===== config.mk =====
export PLATFORM = sky130hd
export DESIGN_NAME = och_vc_arbiter_fifo
export DESIGN_NICKNAME = d
export VERILOG_FILES = /design/src/rtl/och_vc_arbiter_fifo.sv
export SDC_FILE = /design/constraint.sdc
export NUM_CORES = 1
export LEC_CHECK = 0
export ABC_AREA = 1
export CORE_MARGIN = 2
export CORE_UTILIZATION = 59
export CTS_CLUSTER_DIAMETER = 30
export DETAILED_ROUTE_END_ITERATION = 16
export PLACE_DENSITY = 0.86
export SLEW_MARGIN = 20
export SYNTH_ARGS = -nofsm -noshare
export SYNTH_HDL_FRONTEND = slang
export SYNTH_SLANG_ARGS = --single-unit

===== constraint.sdc =====
create_clock -name clk -period 10.35 [get_ports clk]
set_clock_uncertainty 0.05 [all_clocks]
set_input_delay 1.5525 -clock clk [delete_from_list [all_inputs] [get_ports clk]]
set_output_delay 1.5525 -clock clk [all_outputs]
set_load 0.05 [all_outputs]

===== src/rtl/och_vc_arbiter_fifo.sv =====
`default_nettype none
// ============================================================================
// Module   : och_vc_arbiter_fifo
// Brief    : Output channel: round-robin arbiter over NUM_IN demux requesters
//            feeding a DEPTH-entry FWFT output FIFO. Define OCH_PKT_LOCK_EN for
//            wormhole packet locking and sticky proto_err checking.
// Revision : 1.0 - initial release
// ============================================================================
module och_vc_arbiter_fifo #(
  parameter int NUM_IN = 4,
  parameter int FLIT_W = 32,
  parameter int DEPTH  = 8
) (
  input  logic                         clk,
  input  logic                         reset,
  input  logic [NUM_IN-1:0]            req,
  input  logic [NUM_IN*FLIT_W-1:0]     data_in,
  output logic [NUM_IN-1:0]            gnt,
  input  logic                         rd_en,
  output logic [FLIT_W-1:0]            data_out,
  output logic                         out_val,
  output logic                         full,
  output logic [$clog2(DEPTH+1)-1:0]   count,
  output logic                         proto_err
);

  localparam int PTR_W = $clog2(NUM_IN);
  localparam int AW    = $clog2(DEPTH);
  localparam int CW    = $clog2(DEPTH+1);
  localparam logic [1:0] TYPE_IDLE = 2'b11;

  logic [FLIT_W-1:0] flit [NUM_IN];
  logic [FLIT_W-1:0] fifo_mem_q [DEPTH];

  logic [PTR_W-1:0]  ptr_q, ptr_d;
  logic [AW-1:0]     wr_ptr_q, wr_ptr_d, rd_ptr_q, rd_ptr_d;
  logic [CW-1:0]     count_q, count_d;

  logic [PTR_W:0]    cand;
  logic [PTR_W-1:0]  rr_sel, sel;
  logic              rr_found, found, gnt_en, wr_en, pop;
  logic [FLIT_W-1:0] sel_flit;
  logic [1:0]        sel_type;

  genvar gi;
  generate
    for (gi = 0; gi < NUM_IN; gi++) begin : g_unpack
      assign flit[gi] = data_in[gi*FLIT_W +: FLIT_W];
    end
  endgenerate

  // Scan from the farthest candidate back to ptr so the nearest requester wins.
  always_comb begin
    rr_found = 1'b0;
    rr_sel   = '0;
    cand     = '0;
    for (int k = NUM_IN-1; k >= 0; k--) begin
      cand = {1'b0, ptr_q} + (PTR_W+1)'(k);
      if (cand >= (PTR_W+1)'(NUM_IN)) cand = cand - (PTR_W+1)'(NUM_IN);
      if (req[cand[PTR_W-1:0]]) begin
        rr_found = 1'b1;
        rr_sel   = cand[PTR_W-1:0];
      end
    end
  end

`ifdef OCH_PKT_LOCK_EN
  localparam logic [1:0] TYPE_HEAD = 2'b00;
  localparam logic [1:0] TYPE_TAIL = 2'b10;

  typedef enum logic {UNLOCKED = 1'b0, LOCKED = 1'b1} lock_state_t;

  lock_state_t      lock_q, lock_d;
  logic [PTR_W-1:0] owner_q, owner_d;
  logic             perr_q, perr_d;

  always_comb begin
    if (lock_q == LOCKED) begin
      sel   = owner_q;
      found = req[owner_q];
    end else begin
      sel   = rr_sel;
      found = rr_found;
    end
  end

  // Only the owner can be granted while LOCKED, so sel == owner_q there.
  always_comb begin
    lock_d  = lock_q;
    owner_d = owner_q;
    perr_d  = perr_q;
    if (wr_en) begin
      case (lock_q)
        UNLOCKED: begin
          if (sel_type == TYPE_HEAD) begin
            lock_d  = LOCKED;
            owner_d = sel;
          end else begin
            perr_d  = 1'b1;
          end
        end
        LOCKED: begin
          if (sel_type == TYPE_HEAD)      perr_d = 1'b1;
          else if (sel_type == TYPE_TAIL) lock_d = UNLOCKED;
        end
        default: lock_d = UNLOCKED;
      endcase
    end
  end

  always_ff @(posedge clk or posedge reset) begin
    if (reset) begin
      lock_q  <= UNLOCKED;
      owner_q <= '0;
      perr_q  <= 1'b0;
    end else begin
      lock_q  <= lock_d;
      owner_q <= owner_d;
      perr_q  <= perr_d;
    end
  end

  assign proto_err = perr_q;
`else
  always_comb begin
    sel   = rr_sel;
    found = rr_found;
  end

  assign proto_err = 1'b0;
`endif

  assign sel_flit = flit[sel];
  assign sel_type = sel_flit[FLIT_W-2:FLIT_W-3];
  assign full     = (count_q == CW'(DEPTH));
  assign out_val  = (count_q != '0);
  assign count    = count_q;
  assign gnt_en   = found && !full && !reset;
  assign gnt      = gnt_en ? (NUM_IN'(1) << sel) : '0;
  assign wr_en    = gnt_en && (sel_type != TYPE_IDLE);
  assign pop      = rd_en && out_val;
  assign data_out = out_val ? fifo_mem_q[rd_ptr_q] : '0;

  always_comb begin
    ptr_d    = ptr_q;
    wr_ptr_d = wr_ptr_q;
    rd_ptr_d = rd_ptr_q;
    count_d  = count_q;
    if (wr_en) begin
      ptr_d    = (sel == PTR_W'(NUM_IN-1)) ? '0 : sel + PTR_W'(1);
      wr_ptr_d = wr_ptr_q + AW'(1);
    end
    if (pop) rd_ptr_d = rd_ptr_q + AW'(1);
    if (wr_en && !pop)      count_d = count_q + CW'(1);
    else if (pop && !wr_en) count_d = count_q - CW'(1);
  end

  always_ff @(posedge clk or posedge reset) begin
    if (reset) begin
      ptr_q    <= '0;
      wr_ptr_q <= '0;
      rd_ptr_q <= '0;
      count_q  <= '0;
    end else begin
      ptr_q    <= ptr_d;
      wr_ptr_q <= wr_ptr_d;
      rd_ptr_q <= rd_ptr_d;
      count_q  <= count_d;
    end
  end

  // Storage is not reset; out_val gates data_out so stale contents never show.
  always_ff @(posedge clk) begin
    if (wr_en) fifo_mem_q[wr_ptr_q] <= sel_flit;
  end

endmodule
`default_nettype wire


* Yosys cells after proc, flatten, opt, wreduce, memory -nomap -nowiden
Memories as Yosys holds them, arrays and structs flattened.
Cells that the tools add are included.
** Storage, ports and cells
- Input port bits :: 135
- Register bits :: 12
- Memories kept :: 1
- Output and inout port bits :: 43
- Memory bits (writable) :: 256
** Memory list
- fifo_mem_q :: depth 8, width 32, rd ports 1, clocked after Yosys merged registers in 0, wr ports 1, line 33 : logic [FLIT_W-1:0] fifo_mem_q [DEPTH];
** Operators by class
- Shift-type cells :: 1
- $add $sub $neg :: 12
- Multiplexer cells :: 30
- Reduce and logical (&&, ||, !) cells :: 12
- Equal/unequal tests :: 3
- Bitwise logic cells :: 1
- Magnitude comparators :: 9
** Operator list (number)
- $mux 32 :: 3
- $bmux 32 s2 :: 1
- $mux 2 :: 9
- $ge 3x3->1 const B :: 4
- $lt 2x3->1 const B :: 4
- $mux 4 :: 3
- $mux 1 :: 10
- $bmux 1 s2 :: 4
- $sub 2x1->2 const B :: 4
- $add 2x2->3 const B :: 2
- $add 3x1->3 const B :: 2
- $logic_and 1x1->1 :: 6
- $add 4x1->4 const B :: 1
- $eq 4x4->1 const B :: 1
- $logic_not 1->1 :: 4
- $reduce_bool 4->1 :: 1
- $shl 1x2->4 const A :: 1
- $sub 4x1->4 const B :: 1
- $add 2x1->3 const B :: 1
- $ge 2x3->1 const B :: 1
- $not 2->3 :: 1
- $add 2x1->2 const B :: 1
- $eq 2x2->1 const B :: 1
- $ne 2x2->1 const B :: 1
- $reduce_bool 2->1 :: 1

* Depth between registers and ports, before layout
- Depth after elaboration :: 19
- Mapped depth :: 27
- Gate-level depth less buffers :: 24

* Worst setup path after synthesis
Ideal clock, no wire load.
- Path kind :: in2out
- Start point :: input req[1]
- End point :: output gnt[0]
- Arrival :: 3343 ps
- Stages :: 12
- Setup slack :: 5404 ps
- Required time :: 8748 ps
- Path through :: nand2_1 > and2_1 > nand2_1 > nand2_1 > nand2_2 > nand2_2 > buf_6 > inv_2 > buf_2 > ha_1 > inv_1 > nor2_1
** Between the ends
- Cells in the longest elaborated chain, start to end :: 9
- Elaborated cells on any way between the ends :: 20
- Those cells by class :: shift (1); mux (17); reduce/logical (2)
** RTL lines
- from (decl) :: line 16 : input logic [NUM_IN-1:0] req,
- $bmux 1 s2 :: line 60 : if (req[cand[PTR_W-1:0]]) begin
- $mux 1 (implied by the code) :: line 60
- $mux 1 (4 in a row) :: line 60
- $logic_and 1x1->1 (2 in a row) :: line 138 : assign gnt_en = found && !full && !reset;
- $mux 4 * :: line 139 : assign gnt = gnt_en ? (NUM_IN'(1) << sel) : '0;
- to (decl) :: line 18 : output logic [NUM_IN-1:0] gnt,
Every way passes the cells marked *; elsewhere a longest branch is shown, timed or not. The select of a mux whose other input is x is not followed.

* Worst setup path after layout
- Start point :: input req[3]
- End point :: output gnt[0]
Same word-level chain as after synthesis.

==> metrics.yaml <==
path_class: "input port to output pin"
endpoint: "gnt[0]"
r2r-start: "ptr_q[0]"
cts_sinks: 268
yosys_warnings: 0
clock_latency_ps: 500
holdPathStages: 1
drc: 0
routed_wl_um: 31020
fmax_mhz: 152.2
syn2layout_area_growth_pct: 27.31
ant_nets: 0
ios: 178
core_sq_um: 19590
ctsHoldBuffers: 0
finalHoldViolCount: 0
syn_area_sq_um: 11830
fin_nets: 1397
yosysUniqueCellTypes: 32
viasPerCell: 6.047
cts_tree: "done"
synth_top_cell_area_share: 0.6498
drive_gt1_frac: 0.08288
slew_headroom: 0.2562
clk_path_buf_depth: 3
avgSynthCellArea_sq_um: 10.76
async_reset_ff_frac: 0.04478
cts_inserted_buffers: 37
grt_start_max_net_pins: 90
synth_edf_count: 256
utilization: 0.7688
post_cts_buffers: 0
hold_class: "register to register"
root_buffer: "clkbuf_16"
ys.flop_type: "edfxtp_1"
gp_congestion: 0.8443
cts.clk_slew.worst_paths_ps: 60
grt.total_usage: 0.2847
tightestPinTransition_ps: 1113
cts_resized: 0
fin_setup_tns_ps: 0
ys_seq_area_frac: 0.6752
fin_crit_sh: 0.6347
synth_area_leaders: "edfxtp_1 (65%), o21ai_0 (6.9%), nor2_1 (6.8%), nand2_1 (5.4%), a31oi_1 (3.3%)"
dr_total_vias: 9336
required_ps: 8750
grt_pass1_vias: 9241
post_drt_wl_per_cell_um: 20.09
critPathCaptureType: "output pin"
drt_iter0_drc: 995
finalCriticalPeriod_ps: 6569
row_count: 51
r2r_end: "count[3]"
critPathLaunch: "req[3]"
worst_ep_arrival_time_ps: 4970
firstDrtPassIters: 7
cts.htree.levels: 2
worst_setup_path_start_kind: "input port"
antenna_cells: 0
grt_pass1_wl_um: 47470
die_w_um: 145.6
r2r_cells: 22
dieArea_sq_um: 21200
rsz0062_at_grt: "false"
syn_inst: 1099
dpl.hpwl_um: 17060
path_max_fanout: 35
start_util: 0.6039
drv_cap: 0
fillerInstances: 1197
outcome: "finished clean"
regArea_sq_um: 7993
grt-ovfl-total: 0
netlist.top_cell.by_area: "edfxtp_1"
ff2ff_setup_slack_ps: 5610
synth-seq-cells: 268
finalSetupViolCount: 0
port_buffers: 176
multi_input_area_sq_um: 3476
synth.most_common_cell: "edfxtp_1"
drv_slew: 0
die_h_um: 145.6
synthTopCellsByCount: "edfxtp_1 (256), nor2_1 (213), nand2_1 (170), o21ai_0 (162), a31oi_1 (62)"
grt_antenna_before_repair: 0
syn_nets: 1244
[registers in the layout (all words and copies together), names as in the netlist]
register	cells
wr_ptr_q	3
rd_ptr_q	3
count	4
ptr_q	2
fifo_mem_q	256
[final cells by class]
cell class,instances,share of cell area
clock inverter,23,0.01603
inverter,30,0.007726
tap,265,0.02202
timing repair buffer,189,0.1269
multi-input combinational,726,0.2308
sequential,268,0.5307
clock buffer,43,0.06580
[layout by cell type, fill, tap and decap left out, types with 4 or more instances in the layout]
master	synthesis	layout
nand2_1	170	170
nor2_1	213	205
clkinv_2	0	5
edfxtp_1	256	256
clkbuf_1	61	4
o22ai_1	32	32
clkbuf_16	0	39
o21ai_0	162	162
inv_2	3	5
clkdlybuf4s50_1	0	176
nand2_2	10	10
xor2_1	4	4
clkinvlp_4	0	6
nor2_4	0	9
ha_1	9	9
inv_1	26	23
a31oi_1	62	62
a21oi_1	31	31
inv_6	0	5
dfrtp_1	12	10
buf_4	1	10
nand3_1	20	20
[critical path: stages]
cell and delay [ps]:
clkdlybuf4s50_1 500, nand2_1 90, nand2_1 110, nand2_1 50, nand3_1 70, o21ai_1 100, nor2_4 760, inv_2 570
ha_1 350, inv_1 50, nor2_1 40, clkdlybuf4s50_1 690
[how the worst min path moves through the flow]
stage / to / slack (ps) / from
after detailed placement: count[3] / 500 / count[3]
after global routing: count[3] / 520 / count[3]
after floorplan: wr_ptr_q[0] / 490 / wr_ptr_q[0]
final: count[3] / 510 / count[3]
after global placement: count[3] / 480 / count[3]
after CTS: count[3] / 510 / count[3]
[cells by family (layout without fill, tap and decap cells)]
logic type / Yosys count / count (layout) / synth area share
buffers and inverters: 105 / 285 / 0.03649
flip-flops: 268 / 268 / 0.6752
adder cells (fa/ha/maj): 10 / 10 / 0.01121
AO/OA/AOI/OAI: 289 / 289 / 0.1324
AND/OR/NAND/NOR: 420 / 420 / 0.1399
other: 1 / 1 / 0.0003170
XOR/XNOR: 6 / 6 / 0.004442
[layer usage]
metal  part of all wire  track usage  up-vias
li1                   -            -     4209
met1               0.36       0.3578     4379
met2               0.49       0.4813      664
met3               0.11      0.05580       84
met4              0.030       0.1324        0
met5                  0            0        -
[through the flow]
stage / cells / hold WS [ps] / setup slack (ps) / area, sq um
after detailed placement: 1476 / 495.6 / 3827 / 13770
after floorplan: 1099 / 492.7 / 5404 / 11830
after global placement: 1475 / 480.2 / 3878 / 13750
final: 1544 / 511.8 / 3781 / 15060
after global routing: 1544 / 523.6 / 3627 / 15060
after CTS: 1542 / 508.3 / 3818 / 15010
Power is not shown: default switching activity piles up to over one toggle a cycle in this logic, so the estimate is an artifact.
==> RTL change: new RTL, same flow settings <==
Change the parameter `FLIT_W` from 32 to 64.
--- a/src/rtl/och_vc_arbiter_fifo.sv
+++ b/src/rtl/och_vc_arbiter_fifo.sv
@@ -10,3 +10,3 @@
   parameter int NUM_IN = 4,
-  parameter int FLIT_W = 32,
+  parameter int FLIT_W = 64,
   parameter int DEPTH  = 8
Ports: changed (resized data_in and data_out); port bits go from 178 to 338. The function was not compared with the original's and may differ.
==> RTL change against the unedited design <==
- routed wire length grew 100%
- via count grew 92%
- highest routed layer unchanged
- sequential cell count grew 256
- maximum frequency shrank 1.9%
- register-to-register slack lost 210 ps
- critical path type unchanged
- worst setup slack lost 120 ps
- sequential share of layout area grew 1.2 points
- area after synthesis grew 92%
- design area grew 92%
Power is not shown: default switching activity piles up to over one toggle a cycle in this logic, so the estimate is an artifact.
==> RTL change: results (changes against the unedited design) <==
.. list-table::
   :header-rows: 1

   * - Metric
     - Value
   * - Endpoint arrival time on the critical path
     - 5090 ps (was 4970 ps)
   * - Number of clock-tree buffers in the layout
     - 90 (was 43)
   * - Yosys reg bits
     - 524 (was 268)
   * - Maximum cell stage delay along the critical path
     - 810 ps (was 760 ps)
   * - First-pass GRT wire length
     - 97100 um (was 47500 um)
   * - Global placement routability congestion
     - 0.861 (was 0.844)
   * - Crit path max-delay cell type
     - sky130_fd_sc_hd__clkdlybuf4s50_1 (was sky130_fd_sc_hd__nor2_4)
   * - Post-Syn Nets
     - 2311 (was 1244)
   * - Total half-perimeter wirelength after legalization and detailed placement
     - 32500 um (was 17100 um)
   * - Clock network latency to the later pin of the worst-skew pair
     - 580 ps (was 500 ps)
   * - CTS Buf Count
     - 80 (was 37)
   * - Highest net fanout along the worst path
     - 67 (was 35)
   * - Storage cell area
     - 15700 sq um (was 7990 sq um)
   * - Register area share after synthesis
     - 69.1% (was 67.5%)
   * - Main area contributors after synthesis
     - sky130_fd_sc_hd__edfxtp_1 68%, sky130_fd_sc_hd__o21ai_0 7.1%, sky130_fd_sc_hd__nor2_1 6.7% (was sky130_fd_sc_hd__edfxtp_1 65%, sky130_fd_sc_hd__o21ai_0 6.9%, sky130_fd_sc_hd__nor2_1 6.8%)
   * - Multi-Input Combinational
     - 1334 (was 726)
   * - Pin count of the biggest net entering global routing
     - 144 (was 90)
   * - Outcome
     - finished, final reports clean (unchanged)
   * - Worst Max-Slew Pin Slew
     - 1140 ps (was 1110 ps)
   * - Number of filler instances in the final layout
     - 2175 (was 1197)
   * - Flip-flop count of the largest register, all copies and words added
     - 512 (was 256)
   * - Clock-cell share of area
     - 9.25% (was 8.18%)
   * - Total number of H-tree levels
     - 3 (was 2)
   * - Count of input and output buffers
     - 336 (was 176)
   * - Number of DRC violations after detailed-routing iteration 0
     - 2270 (was 995)
   * - EDFF count, synth
     - 512 (was 256)
   * - FF-to-FF path depth
     - 16 (was 22)
   * - Synth cell count leaders
     - 512 x sky130_fd_sc_hd__edfxtp_1, 406 x sky130_fd_sc_hd__nor2_1, 323 x sky130_fd_sc_hd__o21ai_0 (was 256 x sky130_fd_sc_hd__edfxtp_1, 213 x sky130_fd_sc_hd__nor2_1, 170 x sky130_fd_sc_hd__nand2_1)
   * - Worst R2R Setup Slack
     - 5400 ps (was 5610 ps)
   * - Async set or reset register ratio after synthesis
     - 2.29% (was 4.48%)
   * - Via count of the first global-routing pass
     - 18000 (was 9241)
   * - Share of post-route cells with drive strength above 1
     - 7.61% (was 8.29%)
   * - Non-clock buffer share of cell area
     - 12.1% (was 12.7%)
   * - Total Routing Usage GR
     - 30.8% (was 28.5%)
   * - Distinct cell type count after synthesis
     - 31 (was 32)
   * - Detail-routed via count per cell
     - 6.19 (was 6.05)
   * - RR Endpoint
     - fifo_mem_q[2][10] (was count[3])
   * - Wire length per cell after detailed routing
     - 21.5 um (was 20.1 um)
   * - Number of buffers other than clock buffers in the final layout
     - 356 (was 189)
[RTL change: changes by cell type in the layout (fill, tap and decap cells not counted), sizes merged, moves of 22 or more]
cell and change:
edfxtp +256, nor2 +192, clkdlybuf4s50 +160, o21ai +160, nand2 +128, a31oi +64, clkbuf +47, a21oi +32
o22ai +32, clkinv +22
[RTL change: kinds of logic (layout without fill, tap and decap cells)]
group / after synthesis / count (layout) / share of synthesized area (%)
DFF: 524 / 524 / 69.1
and+or+nand+nor: 740 / 740 / 12.8
AOI/OAI and AO/OA: 577 / 577 / 13.8
buffers and inverters: 180 / 533 / 3.56
other: 1 / 1 / 0.0165
adders and majority gates: 10 / 10 / 0.584
xor gates and xnor gates: 6 / 6 / 0.232
[RTL change: routing by layer]
layer | wire (um) | track usage (%) | part of all wire, % | vias up
met5 | 0 | 0 | 0 | -
met4 | 2350 | 13.4 | 3.8 | 0
met3 | 6140 | 5.14 | 9.8 | 208
met2 | 31700 | 53.5 | 51 | 1276
met1 | 22300 | 38.3 | 36 | 8566
li1 | - | - | - | 7903
[RTL change: how the worst max path moves through the flow]
stage	startpoint	to	slack, ps	cells after the start
floorplan	req[2]	fifo_mem_q[0][0]	4390	16
global placement	req[1]	gnt[1]	3770	12
detailed placement	req[1]	gnt[1]	3690	12
CTS	req[1]	gnt[1]	3650	12
global route	req[1]	gnt[0]	3470	12
finish	req[1]	gnt[0]	3660	12
[RTL change: metrics by stage]
stage	util (%)	instance area (sq um)	hold WS, ps	cells
floorplan	-	22700	484	2038
finish	76.6	28900	517	2902
CTS	76.6	28900	508	2902
global route	76.6	28900	535	2902
detailed placement	69.5	26200	513	2755
global placement	69.5	26200	484	2755
